## config.mk

```make
export PLATFORM = sky130hd
export DESIGN_NAME = ps2_mouse_command_tx_flat
export DESIGN_NICKNAME = d
export VERILOG_FILES = /design/src/rtl/ps2_mouse_command_tx_if.sv /design/src/rtl/ps2_mouse_command_tx.sv /design/src/flat_wrapper.sv
export SDC_FILE = /design/constraint.sdc
export NUM_CORES = 1
export LEC_CHECK = 0
export ABC_AREA = 1
export CAP_MARGIN = 20
export CORE_AREA = 2 2 77 79
export DETAILED_ROUTE_END_ITERATION = 12
export DIE_AREA = 0 0 79 81
export MAX_ROUTING_LAYER = met4
export PLACE_DENSITY = 0.8
export REMOVE_ABC_BUFFERS = 1
export SETUP_SLACK_MARGIN = 0.1
export SYNTH_ARGS = -nofsm -noshare
export SYNTH_HDL_FRONTEND = slang
export SYNTH_SLANG_ARGS = --single-unit
```

## constraint.sdc

```tcl
create_clock -name iClk -period 2.1 [get_ports iClk]
set_clock_uncertainty 0.15 [all_clocks]
set_input_delay 0.315 -clock iClk [delete_from_list [all_inputs] [get_ports iClk]]
set_output_delay 0.315 -clock iClk [all_outputs]
set_load 0.05 [all_outputs]
```

## src/rtl/ps2_mouse_command_tx_if.sv

```systemverilog
// rtl/ps2_mouse_command_tx_if.sv - control/pin bundle for the PS/2 mouse command transmitter
// Purpose: groups the request handshake, raw PS/2 pin inputs and open-drain drive/status outputs.
// Signals:
//   iStart, iEnable       request level and command select from the control FSM
//   iPs2Clk, iPs2Dat      raw (asynchronous) PS2_CLK / PS2_DAT pin levels
//   oPs2ClkLow, oPs2DatLow  1 = pull the corresponding pin low
//   oBusy, oDone, oError  status level and 1-cycle result pulses
// Modports: master = request side / pin model, slave = transmitter.
interface ps2_mouse_command_tx_if;
    logic iStart;
    logic iEnable;
    logic iPs2Clk;
    logic iPs2Dat;
    logic oPs2ClkLow;
    logic oPs2DatLow;
    logic oBusy;
    logic oDone;
    logic oError;

    modport master (
        output iStart, iEnable, iPs2Clk, iPs2Dat,
        input  oPs2ClkLow, oPs2DatLow, oBusy, oDone, oError
    );

    modport slave (
        input  iStart, iEnable, iPs2Clk, iPs2Dat,
        output oPs2ClkLow, oPs2DatLow, oBusy, oDone, oError
    );
endinterface

```

## src/rtl/ps2_mouse_command_tx.sv

```systemverilog
// rtl/ps2_mouse_command_tx.sv - PS/2 host-to-device sender for mouse enable/disable commands
// Purpose: on a rising edge of iStart sends 0xF4 (iEnable=1) or 0xF5 (iEnable=0) to the mouse:
//   clock inhibit, request-to-send, 8 data bits LSB first, odd parity, stop, then checks the
//   device ACK bit. One request arriving while busy is remembered (last one wins).
// Ports:
//   iClk     system clock (single domain)
//   iResetn  asynchronous active-low reset; releases both PS/2 lines at once
//   bus      slave modport of ps2_mouse_command_tx_if (request, raw pins, drive, status)
module ps2_mouse_command_tx #(
    parameter int unsigned INHIBIT_CYCLES = 6000,
    parameter int unsigned TIMEOUT_CYCLES = 750000
) (
    input  logic                         iClk,
    input  logic                         iResetn,
    ps2_mouse_command_tx_if.slave        bus
);
    localparam int unsigned INH_W = $clog2(INHIBIT_CYCLES + 1);
    localparam int unsigned TO_W  = $clog2(TIMEOUT_CYCLES + 1);
    localparam logic [7:0]  CMD_ENABLE  = 8'hF4;
    localparam logic [7:0]  CMD_DISABLE = 8'hF5;

    typedef enum logic [2:0] {
        S_IDLE, S_INHIBIT, S_REQ, S_SEND, S_WAIT_ACK, S_DONE, S_ERR
    } state_e;

    state_e            state_q, state_d;
    logic              clk_s1_q, clk_sync_q, clk_prev_q;
    logic              dat_s1_q, dat_sync_q;
    logic              start_q;
    logic              pend_q, pend_d;
    logic [7:0]        pend_cmd_q, pend_cmd_d;
    logic [7:0]        cmd_q, cmd_d;
    logic [3:0]        bit_cnt_q, bit_cnt_d;
    logic [INH_W-1:0]  inh_cnt_q, inh_cnt_d;
    logic [TO_W-1:0]   to_cnt_q, to_cnt_d;
    logic              clk_low_q, clk_low_d;
    logic              dat_low_q, dat_low_d;
    logic              busy_q, busy_d;
    logic              done_q, done_d;
    logic              err_q, err_d;

    logic              fall;
    logic              trigger;
    logic [7:0]        req_cmd;
    logic [3:0]        next_bit;

    assign fall     = clk_prev_q & ~clk_sync_q;
    assign trigger  = bus.iStart & ~start_q;
    assign req_cmd  = bus.iEnable ? CMD_ENABLE : CMD_DISABLE;
    assign next_bit = bit_cnt_q + 4'd1;

    always_comb begin
        state_d    = state_q;
        pend_d     = pend_q;
        pend_cmd_d = pend_cmd_q;
        cmd_d      = cmd_q;
        bit_cnt_d  = bit_cnt_q;
        inh_cnt_d  = inh_cnt_q;
        to_cnt_d   = to_cnt_q;
        dat_low_d  = dat_low_q;

        // A request seen mid-transfer is parked; IDLE consumes it.
        if (trigger && (state_q != S_IDLE)) begin
            pend_d     = 1'b1;
            pend_cmd_d = req_cmd;
        end

        case (state_q)
            S_IDLE: begin
                if (trigger) begin
                    cmd_d     = req_cmd;
                    pend_d    = 1'b0;
                    inh_cnt_d = '0;
                    state_d   = S_INHIBIT;
                end else if (pend_q) begin
                    cmd_d     = pend_cmd_q;
                    pend_d    = 1'b0;
                    inh_cnt_d = '0;
                    state_d   = S_INHIBIT;
                end
            end
            S_INHIBIT: begin
                if (inh_cnt_q == INH_W'(INHIBIT_CYCLES - 1)) begin
                    state_d   = S_REQ;
                    bit_cnt_d = '0;
                    to_cnt_d  = '0;
                    dat_low_d = 1'b1;   // start bit
                end else begin
                    inh_cnt_d = inh_cnt_q + 1'b1;
                end
            end
            S_REQ, S_SEND, S_WAIT_ACK: begin
                if (fall) begin
                    to_cnt_d = '0;
                    case (state_q)
                        S_REQ: begin
                            dat_low_d = ~cmd_q[0];
                            bit_cnt_d = '0;
                            state_d   = S_SEND;
                        end
                        S_SEND: begin
                            // Index 8 is parity; the fall after it releases the line
                            // for the stop bit and the 11th fall carries the ACK.
                            if (bit_cnt_q == 4'd8) begin
                                bit_cnt_d = 4'd9;
                                state_d   = S_WAIT_ACK;
                            end else begin
                                bit_cnt_d = next_bit;
                                dat_low_d = (next_bit == 4'd8) ? (^cmd_q)
                                                               : ~cmd_q[next_bit[2:0]];
                            end
                        end
                        default: begin
                            state_d = dat_sync_q ? S_ERR : S_DONE;
                        end
                    endcase
                end else if (to_cnt_q == TO_W'(TIMEOUT_CYCLES - 1)) begin
                    state_d = S_ERR;
                end else begin
                    to_cnt_d = to_cnt_q + 1'b1;
                end
            end
            S_DONE:  state_d = S_IDLE;
            S_ERR:   state_d = S_IDLE;
            default: state_d = S_IDLE;
        endcase

        if ((state_d != S_REQ) && (state_d != S_SEND)) begin
            dat_low_d = 1'b0;
        end
        clk_low_d = (state_d == S_INHIBIT);
        busy_d    = (state_d != S_IDLE);
        done_d    = (state_d == S_DONE);
        err_d     = (state_d == S_ERR);
    end

    always_ff @(posedge iClk or negedge iResetn) begin
        if (!iResetn) begin
            state_q    <= S_IDLE;
            clk_s1_q   <= 1'b1;
            clk_sync_q <= 1'b1;
            clk_prev_q <= 1'b1;
            dat_s1_q   <= 1'b1;
            dat_sync_q <= 1'b1;
            start_q    <= 1'b0;
            pend_q     <= 1'b0;
            pend_cmd_q <= '0;
            cmd_q      <= '0;
            bit_cnt_q  <= '0;
            inh_cnt_q  <= '0;
            to_cnt_q   <= '0;
            clk_low_q  <= 1'b0;
            dat_low_q  <= 1'b0;
            busy_q     <= 1'b0;
            done_q     <= 1'b0;
            err_q      <= 1'b0;
        end else begin
            state_q    <= state_d;
            clk_s1_q   <= bus.iPs2Clk;
            clk_sync_q <= clk_s1_q;
            clk_prev_q <= clk_sync_q;
            dat_s1_q   <= bus.iPs2Dat;
            dat_sync_q <= dat_s1_q;
            start_q    <= bus.iStart;
            pend_q     <= pend_d;
            pend_cmd_q <= pend_cmd_d;
            cmd_q      <= cmd_d;
            bit_cnt_q  <= bit_cnt_d;
            inh_cnt_q  <= inh_cnt_d;
            to_cnt_q   <= to_cnt_d;
            clk_low_q  <= clk_low_d;
            dat_low_q  <= dat_low_d;
            busy_q     <= busy_d;
            done_q     <= done_d;
            err_q      <= err_d;
        end
    end

    assign bus.oPs2ClkLow = clk_low_q;
    assign bus.oPs2DatLow = dat_low_q;
    assign bus.oBusy      = busy_q;
    assign bus.oDone      = done_q;
    assign bus.oError     = err_q;
endmodule

```

## src/flat_wrapper.sv

```systemverilog
// flat-port wrapper written by rule: the top's interface ports become plain ports
module ps2_mouse_command_tx_flat 
#(
    parameter int unsigned INHIBIT_CYCLES = 6000,
    parameter int unsigned TIMEOUT_CYCLES = 750000
)
  (iClk, iResetn, bus_iStart, bus_iEnable, bus_iPs2Clk, bus_iPs2Dat, bus_oPs2ClkLow, bus_oPs2DatLow, bus_oBusy, bus_oDone, bus_oError);
  ps2_mouse_command_tx_if bus_i ();
  input  logic iClk;
  input  logic iResetn;
  input wire logic [$bits(bus_i.iStart)-1:0] bus_iStart;
  input wire logic [$bits(bus_i.iEnable)-1:0] bus_iEnable;
  input wire logic [$bits(bus_i.iPs2Clk)-1:0] bus_iPs2Clk;
  input wire logic [$bits(bus_i.iPs2Dat)-1:0] bus_iPs2Dat;
  output wire logic [$bits(bus_i.oPs2ClkLow)-1:0] bus_oPs2ClkLow;
  output wire logic [$bits(bus_i.oPs2DatLow)-1:0] bus_oPs2DatLow;
  output wire logic [$bits(bus_i.oBusy)-1:0] bus_oBusy;
  output wire logic [$bits(bus_i.oDone)-1:0] bus_oDone;
  output wire logic [$bits(bus_i.oError)-1:0] bus_oError;
  assign bus_i.iStart = bus_iStart;
  assign bus_i.iEnable = bus_iEnable;
  assign bus_i.iPs2Clk = bus_iPs2Clk;
  assign bus_i.iPs2Dat = bus_iPs2Dat;
  assign bus_oPs2ClkLow = bus_i.oPs2ClkLow;
  assign bus_oPs2DatLow = bus_i.oPs2DatLow;
  assign bus_oBusy = bus_i.oBusy;
  assign bus_oDone = bus_i.oDone;
  assign bus_oError = bus_i.oError;
  ps2_mouse_command_tx #(.INHIBIT_CYCLES(INHIBIT_CYCLES), .TIMEOUT_CYCLES(TIMEOUT_CYCLES)) u_core (.iClk(iClk), .iResetn(iResetn), .bus(bus_i));
endmodule
```

---- After elaboration in Yosys (flattened, before gate mapping) ----
Index checks and enable logic that the tools add are counted.
storage, ports and cells
  register bits ........................... 68
  latch bits .............................. 0
  RAM bits ................................ 0
  memory bits (read-only) ................. 0
  input bits .............................. 6
  word-level logic and storage cells ...... 105
  memories ................................ 0
cells by class
  add/subtract/negate cells ............... 3
  multiply operators ...................... 0
  divide/modulo/power cells ............... 0
  order comparisons ....................... 1
  eq/ne operators ......................... 23
  shift operators ......................... 0
  muxes and demuxes ....................... 38
  bitwise gates (word level) .............. 6
  reduce and logical (&&, ||, !) cells .... 16
operators with widths
  kind                                                                     count
  20-bit two-way mux                                                       3
  20-bit case mux with 2 select lines                                      1
  13-bit two-way mux                                                       3
  13-bit case mux with 2 select lines                                      1
  20-bit by 1-bit adder with 20-bit output, second input constant          1
  20-bit == test, second input constant                                    1
  3-bit two-way mux                                                        6
  8-bit two-way mux                                                        2
  4-bit case mux with 2 select lines                                       2
  13-bit by 1-bit adder with 13-bit output, second input constant          1
  13-bit == test, second input constant                                    1
  4-bit two-way mux                                                        3
  3-bit by 1-bit inequality test with 1-bit output, second input constant  4
  1-bit two-way mux                                                        11
  3-bit == test, second input constant                                     3
  3-bit by 2-bit inequality test with 1-bit output, second input constant  3
  3-bit case mux with 3 select lines                                       1
  3-bit nonzero test                                                       3
  4-bit == test, second input constant                                     2
  8-bit parity                                                             1
  3-bit by 1-bit == test with 1-bit output, second input constant          2
  3-bit by 2-bit == test with 1-bit output, second input constant          2
  3-bit case mux with 2 select lines                                       1
  3-bit AND reduction                                                      2
  18 further kinds                                                         27

---- Longest topological paths before layout ----
  depth after elaboration ................. 10
  depth in mapped cells ................... 13

---- Worst setup path after synthesis ----
OpenSTA, ideal clock, no wires.
  path kind ............................... flip-flop to flip-flop
  from .................................... reg u_core.to_cnt_q[0]
  to ...................................... reg u_core.to_cnt_q[12]
  setup time .............................. 0.117 ns
  data arrival time ....................... 1.518 ns
  data required time ...................... 1.833 ns
  setup slack ............................. 0.316 ns
  cell stages (with the launch flop) ...... 11
  buffers on the path ..................... 2
  period minus slack after synthesis ...... 1.784 ns
  cell sequence ........................... dfrtp_1 > ha_1 > nand3_1 > nor2_1 > nand3_1 > nor2_1 > nor2_2 > buf_6 > buf_8 > nand3_2 > nand2_1
on the way
  longest elaborated chain between the ends .. 4
  elaborated cells between the ends (all ways) .. 7
RTL lines
  element                                   line                         text
  start, declared                           ps2_mouse_command_tx.sv:35   logic [TO_W-1:0] to_cnt_q, to_cnt_d;
  start signal, assigned                    ps2_mouse_command_tx.sv:170  to_cnt_q <= to_cnt_d;
  20-bit by 1-bit adder with 20-bit output  ps2_mouse_command_tx.sv:120  to_cnt_d = to_cnt_q + 1'b1;
  20-bit two-way mux                        ps2_mouse_command_tx.sv:117  end else if (to_cnt_q == TO_W'(TIMEOUT_CYCLES - 1)) begin
  20-bit two-way mux                        ps2_mouse_command_tx.sv:93   if (fall) begin
  20-bit case mux with 2 select lines       ps2_mouse_command_tx.sv:68   case (state_q)
Parallel ways exist; a longest one is shown, timed or not. The select of a mux whose other input is x is not followed.
A chain may end at the register's enable or synchronous reset.

---- Worst setup path after layout ----
  from .................................... reg u_core.done_q (netlist: u_core.bus.oDone)
  to ...................................... out bus_oDone
RTL lines
  element                 line                         text
  start, declared         ps2_mouse_command_tx.sv:39   logic done_q, done_d;
  start signal, assigned  ps2_mouse_command_tx.sv:174  done_q <= done_d;
  end, declared           flat_wrapper.sv:18           output wire logic [$bits(bus_i.oDone)-1:0] bus_oDone;
No word-level cell between the ends.

==> run metrics <==
clock slew at reported path FFs=roughly 110 ps; ANT nets after route=0; Die H=between 80 and 90 um; Worst Path Arrival=1470 ps; drt pass-1 iters=5; status=finished, final reports clean; Cells after Synth=around 450; Final #Nets=a little under 500; worst hold-check path type=flop to flop; htree depth=2; row count=28; total gr overflow=0; GP Congestion=between 0.9 and 1; DRT Wirelength=between 7000 and 8000 um; CP Launch Type=flop; max_slew headroom=0.657; layout cells sized above 1=0.133; TritonCTS Buffers=5; setup violators final=0; Pwr per Cell Area=roughly 480 nW/um2; CP required=1630 ps; number of I/O pins=11; CP cell instances=clkdlybuf4s50_1; CP endpoint kind=primary output; hold path endpoint=u_core.dat_sync_q$_DFF_PN1_; Syn-to-layout area delta=13.6%; worst setup path class=flop to primary output; Iteration-0 DRC Markers=a little over 200; RSZ-0062 raised after global routing=true; Period Utilization, post-route=0.922; die span in x=roughly 80 um; Vias=between 3,000 and 4,000; Avg WL per Cell=roughly 14 um; hold_sp=u_core.dat_s1_q$_DFF_PN1_; Worst R2R Setup Slack=about 190 ps; FF-to-FF path depth=11; vias in the first global route=approximately 2,900; Avg Cell Area, Syn=7.36 um2; RR Startpoint=u_core.inh_cnt_q[1]$_DFFE_PN0P_; placed cell count=~530; Root Buffer Master=clkbuf_8; CP max-delay cell=clkdlybuf4s50_1; Core Footprint=~5700 um2; CTS tree=yes; EDFF count, synth=0; Slew @ Worst Pin=just over 500 ps; total global-route track usage=0.262; Seq/Total Area, Yosys=0.430; # diodes=0; hold slack=212 ps; Worst path top cell family by delay=buffers and inverters; Final min period=1940 ps; Yosys warnings=0; final hold vios=0; Clk Latency, worst-skew pair=320 ps; Sink Count=56; Port Buffers=10; setup TNS=0 ps; Worst Path Buf+Inv=1; register bit count reported by yosys=56; initial antenna violation count=0; first-pass GRT wire length=between 10,000 and 15,000 um; DP HPWL=around 5400 um; cell depth of the worst setup path=1; CP Max Fanout=1; hold depth=0; MaxCap Viol Count=0; Vias/cell=5.58; Fmax=roughly 520 MHz; leak pwr=around 0.0017 uW; peak supply drop=around 430 uV; full die area=about 6400 um2; Top FF cell, synth=dfrtp_1; Max Slew Vio Count=0; final non-filler cell total=549; largest net degree at the start of global routing=24; fin worst setup slack=about 160 ps; clock buffer depth=2; r2r endpoint=u_core.to_cnt_q[7]$_DFFE_PN0P_; slowest stage delay, CP=between 800 and 900 ps; Syn Std Cell Area=between 3000 and 4000 um2; final routed DRC violation total=0; Place WS=74.4 ps; distinct cell type count after synthesis=31; Synth async-reset ratio=1.00; starting density of the core=0.577
-- flip-flops by register name, indices dropped and copies added (netlist names) --
signal                 cells
u_core.inh_cnt_q          13
u_core.to_cnt_q           20
u_core.bus.oPs2ClkLow      1
u_core.dat_s1_q            1
u_core.cmd_q               2
u_core.pend_cmd_q          2
u_core.bus.oPs2DatLow      1
u_core.clk_s1_q            1
u_core.state_q             3
u_core.clk_prev_q          1
u_core.dat_sync_q          1
u_core.pend_q              1
u_core.bit_cnt_q           4
u_core.bus.oError          1
u_core.bus.oDone           1
u_core.start_q             1
u_core.bus.oBusy           1
u_core.clk_sync_q          1
-- cell families after synthesis --
| family | after synthesis | synth area share |
|---|---|---|
| adder cells (fa/ha/maj) | 4 | 0.0153 |
| AND/OR/NAND/NOR | 264 | 0.366 |
| AO/OA/AOI/OAI | 42 | 0.0688 |
| buffers and inverters | 66 | 0.0852 |
| XOR/XNOR | 13 | 0.0348 |
| flip-flops | 56 | 0.430 |
-- Yosys cell counts, types with 2 or more instances --
cell,n,area share
a21oi_1,5,0.0076
buf_4,2,0.0046
dfrtp_1,51,0.39
dfstp_2,5,0.040
ha_1,4,0.015
inv_1,55,0.063
inv_2,4,0.0046
nand2_1,132,0.15
nand2_2,6,0.011
nand3_1,26,0.040
nand3_2,6,0.018
nand4_1,23,0.044
nor2_1,40,0.046
nor2_2,2,0.0038
nor3_1,20,0.031
nor4_1,4,0.0076
o21ai_0,24,0.037
o21ai_1,6,0.0092
o21bai_1,3,0.0069
o22ai_1,2,0.0038
o31ai_1,2,0.0046
or2_2,3,0.0057
xnor2_1,2,0.0053
xor2_1,11,0.029
-- power breakdown --
part           internal [uW]  switching [uW]  total (uW)
combinational           19.8            38.3        58.1
sequential              1090            2.75        1090
clock                    237             383         620
total                   1350             424        1770
-- stage by stage --
stage | util | total power (uW) | instance area [um2]
5_1_grt | 0.655 | 1820 | 3720
3_3_place_gp | 0.617 | 1170 | 3500
2_1_floorplan | - | 1130 | 3220
3_5_place_dp | 0.617 | 1170 | 3500
6_report | 0.655 | 1770 | 3720
4_1_cts | 0.640 | 1770 | 3630
-- cells in the final DEF, fill, tap and decap left out, drive strengths merged --
cell type	n
a21oi	5
buf	18
clkbuf	5
clkdlybuf4s50	8
clkinv	1
clkinvlp	3
dfrtp	51
dfstp	5
dlygate4sd3	1
dlymetal6s2s	1
ha	4
inv	58
nand2	138
nand3	32
nand4	23
nor2	42
nor3	22
nor4	4
o21ai	30
o21bai	3
o22ai	2
o31ai	2
or2	3
xnor2	2
xor2	11
-- how the worst max path moves through the flow --
stage	end	startpoint
finish	bus_oDone	u_core.bus.oDone$_DFF_PN0_
global route	u_core.to_cnt_q[3]$_DFFE_PN0P_	u_core.to_cnt_q[0]$_DFFE_PN0P_
CTS	bus_oPs2DatLow	u_core.bus.oPs2DatLow$_DFFE_PN0P_
detailed placement	u_core.inh_cnt_q[10]$_DFFE_PN0P_	bus_iStart
global placement	u_core.bus.oError$_DFF_PN0_	bus_iStart
floorplan	u_core.to_cnt_q[11]$_DFFE_PN0P_	u_core.clk_prev_q$_DFF_PN1_
-- worst reg2reg max path: stages, from the launching register on --
cell,delay (ps)
dfrtp_1,450
ha_4,190
nand3_4,100
nor3_2,110
nand2_1,80
nand2_2,90
nand2_4,70
nor2_4,160
clkinvlp_4,130
buf_12,150
nand2_1,70
nand2_1,60
-- per-layer routing --
| layer | global-route usage | up-vias | wire length (um) |
|---|---|---|---|
| met5 | - | - | 0 |
| met4 | 0.100 | 0 | 132 |
| met3 | 0.0444 | 15 | 340 |
| met2 | 0.442 | 92 | 3860 |
| met1 | 0.318 | 1452 | 3330 |
| li1 | - | 1506 | - |
-- final cells by class --
type,count,area [um2]
fillers,486,1960
multi-input cells,323,1640
flip-flops and latches,56,1410
repair buffers,28,260
inverters,59,225
well taps,75,93.8
clock buffers,5,68.8
clock inverters,3,23.8
-- what timing repair did --
item | 4_1_cts | 5_1_grt
hold buffers | 1 | 0
hold endpoints to repair | 18 | 0
pin swaps | 0 | 3
setup endpoints to repair | 6 | 32
gates resized for setup | 2 | 13
setup buffers | 1 | 5
No activity file was read; power rests on OpenSTA's default activity.
